$ cat config.mk
export PLATFORM = sky130hd
export DESIGN_NAME = uart_rx_byte
export DESIGN_NICKNAME = d
export VERILOG_FILES = /design/src/rtl/uart_rx_byte.sv
export SDC_FILE = /design/constraint.sdc
export NUM_CORES = 1
export LEC_CHECK = 0
export ABC_CLOCK_PERIOD_IN_PS = 1900
export CAP_MARGIN = 0
export CORE_MARGIN = 2
export CORE_UTILIZATION = 53
export CTS_BUF_LIST = sky130_fd_sc_hd__clkbuf_4 sky130_fd_sc_hd__clkbuf_8
export DETAILED_ROUTE_END_ITERATION = 10
export HOLD_SLACK_MARGIN = 0.02
export MAX_ROUTING_LAYER = met4
export PLACE_DENSITY = 0.77
export SETUP_SLACK_MARGIN = 0.15
export SLEW_MARGIN = 30
export SYNTH_ARGS = -nofsm -noshare
export SYNTH_HDL_FRONTEND = slang
export SYNTH_SLANG_ARGS = --single-unit
$ cat constraint.sdc
create_clock -name CLK -period 1.9 [get_ports CLK]
set_clock_uncertainty 0.1 [all_clocks]
set_input_delay 0.38 -clock CLK [delete_from_list [all_inputs] [get_ports CLK]]
set_output_delay 0.38 -clock CLK [all_outputs]
set_load 0.005 [all_outputs]
$ cat src/rtl/uart_rx_byte.sv
// uart_rx_byte -- oversampling 8N1 UART receiver with a one-entry output
// buffer and a valid/ready handshake toward the program/data loader.
//
// Optional feature: define UART_RX_PARITY_EN to insert an even-parity bit
// between the last data bit and the stop bit (8E1 framing). With the macro
// undefined the block is a plain 8N1 receiver.
//
// Bit timing: the start bit is re-checked WAIT/2 cycles after the falling
// edge, and every later bit is sampled WAIT cycles after the previous
// sample. Each sample lands near the middle of its bit cell.
module uart_rx_byte #(
    parameter  int WAIT  = 2603,
    localparam int CNT_W = $clog2(WAIT)
) (
    input  logic       CLK,
    input  logic       RST,
    input  logic       UART_RX,
    output logic [7:0] dout,
    output logic       valid,
    input  logic       ready,
    output logic       busy,
    output logic       frame_err,
    output logic       overrun
);

    // Receiver states
    localparam logic [2:0] S_IDLE   = 3'd0;
    localparam logic [2:0] S_START  = 3'd1;
    localparam logic [2:0] S_DATA   = 3'd2;
    localparam logic [2:0] S_STOP   = 3'd3;
    localparam logic [2:0] S_BREAK  = 3'd4;
`ifdef UART_RX_PARITY_EN
    localparam logic [2:0] S_PARITY = 3'd5;
`endif

    // Timer reload values; the timer counts down to zero and the sample is
    // taken on the edge where it reads zero, so a reload of N-1 gives N cycles.
    localparam logic [CNT_W-1:0] HALF_LD = CNT_W'(WAIT / 2 - 1);
    localparam logic [CNT_W-1:0] FULL_LD = CNT_W'(WAIT - 1);

    logic             rx_meta;
    logic             rx_s;
    logic [2:0]       state;
    logic [CNT_W-1:0] timer;
    logic [2:0]       bit_cnt;
    logic [7:0]       shreg;
    logic             tick;
    logic             par_fail;
    logic             stop_smp;
    logic             byte_ok;
    logic             byte_bad;

    assign tick = (timer == '0);

    // Frame outcome, decided on the edge that samples the stop bit. The
    // holding buffer and the error flags update on this same edge so that
    // valid / frame_err / overrun all appear in the same cycle.
    assign stop_smp = (state == S_STOP) && tick;
    assign byte_ok  = stop_smp && rx_s && !par_fail;
    assign byte_bad = stop_smp && (!rx_s || par_fail);

    // Busy covers the frame proper; a stuck-low line parked in BREAK is not
    // a frame in progress.
    assign busy = (state != S_IDLE) && (state != S_BREAK);

    // Two-flop synchronizer; resets to the idle-high line level
    always_ff @(posedge CLK) begin
        if (RST) begin
            rx_meta <= 1'b1;
            rx_s    <= 1'b1;
        end else begin
            rx_meta <= UART_RX;
            rx_s    <= rx_meta;
        end
    end

`ifdef UART_RX_PARITY_EN
    logic par_err;

    // Parity result captured at the parity sample and applied at the stop
    // sample, so a bad parity still waits for the stop bit before idling.
    always_ff @(posedge CLK) begin
        if (RST) begin
            par_err <= 1'b0;
        end else if (state == S_START) begin
            par_err <= 1'b0;
        end else if (state == S_PARITY && tick) begin
            par_err <= ^{shreg, rx_s};
        end
    end

    assign par_fail = par_err;
`else
    assign par_fail = 1'b0;
`endif

    // Receive FSM: bit timer, bit counter and LSB-first shift register
    always_ff @(posedge CLK) begin
        if (RST) begin
            state   <= S_IDLE;
            timer   <= '0;
            bit_cnt <= '0;
            shreg   <= '0;
        end else begin
            case (state)
                S_IDLE: begin
                    if (!rx_s) begin
                        state <= S_START;
                        timer <= HALF_LD;
                    end
                end
                S_START: begin
                    if (tick) begin
                        if (rx_s) begin
                            // Line went back high before mid start bit: glitch
                            state <= S_IDLE;
                            timer <= '0;
                        end else begin
                            state   <= S_DATA;
                            timer   <= FULL_LD;
                            bit_cnt <= '0;
                        end
                    end else begin
                        timer <= timer - CNT_W'(1);
                    end
                end
                S_DATA: begin
                    if (tick) begin
                        shreg   <= {rx_s, shreg[7:1]};
                        timer   <= FULL_LD;
                        bit_cnt <= bit_cnt + 3'd1;
                        if (bit_cnt == 3'd7) begin
`ifdef UART_RX_PARITY_EN
                            state <= S_PARITY;
`else
                            state <= S_STOP;
`endif
                        end
                    end else begin
                        timer <= timer - CNT_W'(1);
                    end
                end
`ifdef UART_RX_PARITY_EN
                S_PARITY: begin
                    if (tick) begin
                        state <= S_STOP;
                        timer <= FULL_LD;
                    end else begin
                        timer <= timer - CNT_W'(1);
                    end
                end
`endif
                S_STOP: begin
                    if (tick) begin
                        // A low stop bit means a break or a bad frame; hold off
                        // until the line is released so no bytes are invented.
                        state <= rx_s ? S_IDLE : S_BREAK;
                        timer <= '0;
                    end else begin
                        timer <= timer - CNT_W'(1);
                    end
                end
                S_BREAK: begin
                    if (rx_s) begin
                        state <= S_IDLE;
                    end
                end
                default: begin
                    state <= S_IDLE;
                    timer <= '0;
                end
            endcase
        end
    end

    // One-entry holding buffer with valid/ready handshake and error pulses.
    // A new byte may load while the current one is consumed in the same
    // cycle; otherwise the buffered byte wins and the new one is dropped.
    always_ff @(posedge CLK) begin
        if (RST) begin
            dout      <= 8'h00;
            valid     <= 1'b0;
            frame_err <= 1'b0;
            overrun   <= 1'b0;
        end else begin
            frame_err <= byte_bad;
            overrun   <= byte_ok && valid && !ready;
            if (byte_ok && (!valid || ready)) begin
                dout  <= shreg;
                valid <= 1'b1;
            end else if (valid && ready) begin
                valid <= 1'b0;
            end
        end
    end

endmodule

======== After elaboration in Yosys (flattened, before gate mapping) ========
Index checks and enable logic that the tools add are counted.
storage, ports and cells
  bits in registers ....................... 39
  output and inout bits ................... 12
cells by class
  $add $sub $neg .......................... 2
  eq/ne operators ......................... 13
  multiplexer cells ....................... 21
  bitwise operators ....................... 1
  reduce and logical (&&, ||, !) cells .... 21
operator list
  cell                                                                   count
  12-bit 2-to-1 mux                                                      5
  12-bit case mux with 5 select lines                                    1
  3-bit 2-to-1 mux                                                       10
  3-bit case mux with 5 select lines                                     1
  2-bit inequality test, second input constant                           7
  12-bit logical NOT                                                     1
  12-bit by 1-bit subtractor with 12-bit output, second input constant   1
  1-bit logical AND                                                      8
  3-bit by 2-bit equality test with 1-bit output, second input constant  2
  3-bit equality test, second input constant                             2
  3-bit case mux with 2 select lines                                     1
  6-bit AND reduction                                                    1
  2-bit AND reduction                                                    2
  4-bit AND reduction                                                    1
  2-bit nonzero test                                                     2
  3-bit by 1-bit adder with 3-bit output, second input constant          1
  3-bit by 1-bit equality test with 1-bit output, second input constant  1
  1-bit logical NOT                                                      3
  3-bit logical NOT                                                      1
  3-bit inequality test, second input constant                           1
  3-bit nonzero test                                                     1
  1-bit 2-to-1 mux                                                       2
  2-bit 2-to-1 mux                                                       1
  1-bit logical OR                                                       1
  1-bit NOT                                                              1

======== Depth between registers and ports, before layout ========
  depth after elaboration ................. 5
  mapped depth ............................ 9
  mapped depth without buffers ............ 7

======== Least setup slack after synthesis ========
No wires, ideal clock.
  path type ............................... register to register
  from .................................... reg timer[0]
  to ...................................... reg dout[0]
  library setup time ...................... 0.128 ns
  data arrival time ....................... 1.786 ns
  setup slack ............................. -0.113 ns
  stages on the path, launching flop included .. 9
  path buffers ............................ 1
  period minus slack after synthesis ...... 2.013 ns
  path through ............................ dfxtp_1 inv_1 ha_1 or4b_1 buf_6 nor4_4 nand3_2 mux2i_1 nor2_1
between the ends
  longest elaborated chain between the ends .. 4
RTL lines
  element                 RTL line  source
  start, declared         44        logic [CNT_W-1:0] timer;
  start signal, assigned  124       timer <= timer - CNT_W'(1);
  start signal, assigned  140       timer <= timer - CNT_W'(1);
  start signal, assigned  160       timer <= timer - CNT_W'(1);
  12-bit logical NOT      53        assign tick = (timer == '0);
  1-bit logical AND       58        assign stop_smp = (state == S_STOP) && tick;
  1-bit logical AND       59        assign byte_ok = stop_smp && rx_s && !par_fail;
  1-bit logical AND       188       if (byte_ok && (!valid || ready)) begin
  end signal, assigned    189       dout <= shreg;
  end, declared           18        output logic [7:0] dout,
Every way passes these cells.
A chain may end at the register's enable or synchronous reset.

======== Worst setup path after layout ========
  from .................................... reg timer[0]
  to ...................................... reg timer[3]
between the ends
  longest elaborated chain between the ends .. 3
  elaborated cells between the ends (all ways) .. 6
RTL lines
  element                                                                              RTL line       source
  12-bit by 1-bit subtractor with 12-bit output or 12-bit logical NOT (tied branches)  n/a
  12-bit 2-to-1 mux (on tied branches)                                                 154, 113, 128
  12-bit case mux with 5 select lines (*)                                              105            case (state)
Mark *: on every way between the ends. The rest lies on a longest branch, timed or not.

==> out/qor.csv <==
stage;metric;value;unit
synth;synth_compound_area_share;14.71;%
synth;async_reset_ff_share;0;%
layout;antenna_cells;0;
die;dieWidth;62.87;microns
power;power.leakage;1.074;nW
detailed_routing;drtIter0Drc;78;
flow_run;drv_cap;0;
run_status;status;finished, violations left;
clock_network;h-tree-depth;2;
critical_path;end_kind;flip-flop;
layout;drive_gt1_share;36.09;%
synth;synth-main-ff-cell;dfxtp_1;
global_routing;gr-total-overflow;0;
synth;synth_top_family_by_area;simple AND/OR/NAND/NOR gates;
layout;fin_cells;312;
synth;synth_edf_count;0;
clock_network;clk_path_buf_depth;2;
die;io_pins;16;
timing;fmax;486.1;MHz
detailed_routing;vias_per_cell;5.590;
clock_network;numCtsBuffers;5;
global_routing;grt.total_usage;25.10;%
power;power_density;1071;mW/mm^2
timing;rsz0062_at_grt;yes;
critical_path;crit_arrival;2.24;ns
layout;final_util;75.33;%
layout;nFillCells;253;
run_status;failed_checks;setup timing;
die;num_rows;21;
critical_path;crit_path_max_fanout;6;
die;chipHeight;62.87;microns
detailed_routing;dr.pass1.iters;4;
timing;tightest_slew;0.5979;ns
synth;ys_seq_area_share;42.51;%
detailed_routing;totalWireLength;4663;microns
layout;nNetsFinal;273;
critical_path;required;2.09;ns
layout;syn2layout_area_growth;36.85;%
critical_path;start_kind;flip-flop;
synth;synthSimpleGateAreaFrac;29.16;%
clock_network;insertion_delay;0.36;ns
global_routing;grt_max_degree;25;
place;gp_congestion;0.9071;
clock_network;root_buffer;clkbuf_4;
synth;muxShareOfSynthArea;5.450;%
critical_path;crit_family;simple AND/OR/NAND/NOR gates;
layout;layout_common_cells;nor2_1, dfxtp_1, buf_4, nand2_1, clkdlybuf4s50_1;
synth;syn_avg_cell_area;8.504;sq um
clock_network;ctsHoldBuffers;0;
synth;syn-instance-count;216;
die;fp.dieArea;0.003953;sq mm
synth;ys_warn_count;0;
detailed_routing;num_vias;1744;
critical_path;path_buf_inv;4;
detailed_routing;postRouteAntennaNets;0;
timing;period_share;108.3;%
die;design.core.area;0.003337;sq mm
critical_path;cpPeakStageDelay;0.46;ns
synth;yosysUniqueCellTypes;45;
synth;synth-seq-cells;39;
place;hpwlAfterDp;2915;microns
place;post-place-cells;295;
power;ir_drop;0.0006294;V
critical_path;critical-path-slowest-cell;or4b_4;
worst_hold_path;hp-class;flip-flop to flip-flop;
timing;fin_ws;-0.1571;ns
global_routing;antenna_found_initial;0;
synth;synthesis.nets;224;
timing;hold_viol;0;
die;initial_core_util;55.04;%
clock_network;tritoncts;built;
timing;drv_slew;0;
synth;netlist_area;0.001837;sq mm
place;dp_slack;-0.1354;ns
timing;max-slew-margin-rel;59.72;%
critical_path;crit_chain;inv_2, ha_4, or4b_4, buf_8, nor3_4, buf_4, buf_6, o31ai_2, a21oi_1;
critical_path;critical_path_class;flip-flop to flip-flop;
detailed_routing;routedWlPerCell;14.95;microns
detailed_routing;drcViolationCount;0;
global_routing;grt_first_pass_wirelength;7610;microns
global_routing;grt_pass1_vias;1673;
synth;synthXorXnorAreaFrac;0;%
place;io_buffer_count;15;
clock_network;clkSinkCount;39;
timing;finalSetupViolCount;34;
clock_network;clk_pin_slew;0.11;ns
timing;period_needed;2.057;ns
synth;synth_fa_ha_area_share;2.725;%
## registers in the layout, indices dropped and copies added, names as in the netlist
name / count
rx_meta: 1
overrun: 1
frame_err: 1
shreg: 8
valid: 1
timer: 12
bit_cnt: 3
dout: 8
state: 3
rx_s: 1
## final cells by class
| type | instances | area (sq um) | share of cell area (%) |
|---|---|---|---|
| Timing Repair Buffer | 52 | 459.2 | 18.27 |
| Inverter | 5 | 18.77 | 0.7466 |
| Multi-Input combinational cell | 162 | 1106 | 44.00 |
| Clock buffer | 5 | 37.54 | 1.493 |
| Sequential cell | 39 | 790.8 | 31.46 |
| Clock inverter | 3 | 43.79 | 1.742 |
| Tap cell | 46 | 57.56 | 2.290 |
## worst reg2reg max path: stages (launching register included)
cell and delay [ns]:
dfxtp_2 0.35, inv_2 0.07, ha_4 0.12, or4b_4 0.46, buf_8 0.16, nor3_4 0.19
buf_4 0.16, buf_6 0.11, o31ai_2 0.08, a21oi_1 0.18
## cell families (layout without fill, tap and decap cells)
group                      count (synthesis)  in the layout
buffers and inverters                     16             65
AOI/OAI and AO/OA                         44             44
muxes                                     10             10
DFF                                       39             39
adders and majority gates                  4              4
and+or+nand+nor                          103            104
## metrics by stage
stage / area, sq um / hold slack [ns] / total power, mW / TNS (ns)
4_1_cts: 2386 / 0.3309 / 2.461 / -2.804
3_3_place_gp: 2195 / 0.2923 / 1.785 / -1.747
3_5_place_dp: 2195 / 0.3027 / 1.800 / -2.622
6_report: 2514 / 0.3246 / 2.692 / -3.444
2_1_floorplan: 1854 / 0.2895 / 1.513 / -0.7223
5_1_grt: 2514 / 0.3558 / 2.826 / -5.832
## cell usage after synthesis (2+ instances only)
cell type  count  area share, %
a22oi_1        2           0.82
nand2_1       32            6.5
nor4_1         2           0.68
ha_1           4            2.7
dfxtp_1       39             43
o21ai_0        9            2.5
or3_1          2           0.68
clkbuf_1       3           0.61
mux2i_1       10            5.4
or4b_1         2            1.1
nor2_1        34            6.9
or2_2          3            1.0
nor3_1         8            2.2
nor4_4         2            2.3
buf_4          3            1.2
nand2b_1       3            1.0
buf_6          3            1.8
nand3_1        2           0.54
and3_1         3            1.0
inv_1          5            1.0
a31oi_1        3            1.0
a21oi_1       19            5.2
## worst paths after layout
check / startpoint / end / slack (ns) / cells past startpoint
setup / recovery: timer[0]$_SDFFE_PP0P_ / timer[3]$_SDFFE_PP0P_ / -0.16 / 9
hold / removal: rx_meta$_SDFF_PP1_ / rx_s$_SDFF_PP1_ / 0.32 / 1
setup reg to reg: timer[0]$_SDFFE_PP0P_ / timer[3]$_SDFFE_PP0P_ / -0.16 / 9
hold reg to reg: rx_meta$_SDFF_PP1_ / rx_s$_SDFF_PP1_ / 0.32 / 1
## routing by layer
metal  vias to the layer above  share of wire (%)  wire [microns]  GRT usage, %
li1                        850                  -               -             -
met1                       831                 44            2064         31.20
met2                        51                 48            2239         39.23
met3                        12                5.6             261         4.505
met4                         0                2.1              97         12.50
met5                         -                  0               0             -
## report_power, final
part | internal, mW | switching [mW]
registers | 0.874 | 0.0503
clock network | 0.277 | 0.291
logic | 0.563 | 0.638
## what timing repair did
action                     CTS  global route
cloned                       1             0
setup endpoints to repair   38            41
resized for setup           28            27
pin swaps                   31            18
buffers inserted             3             5
Power figures use the tool's default switching activity.
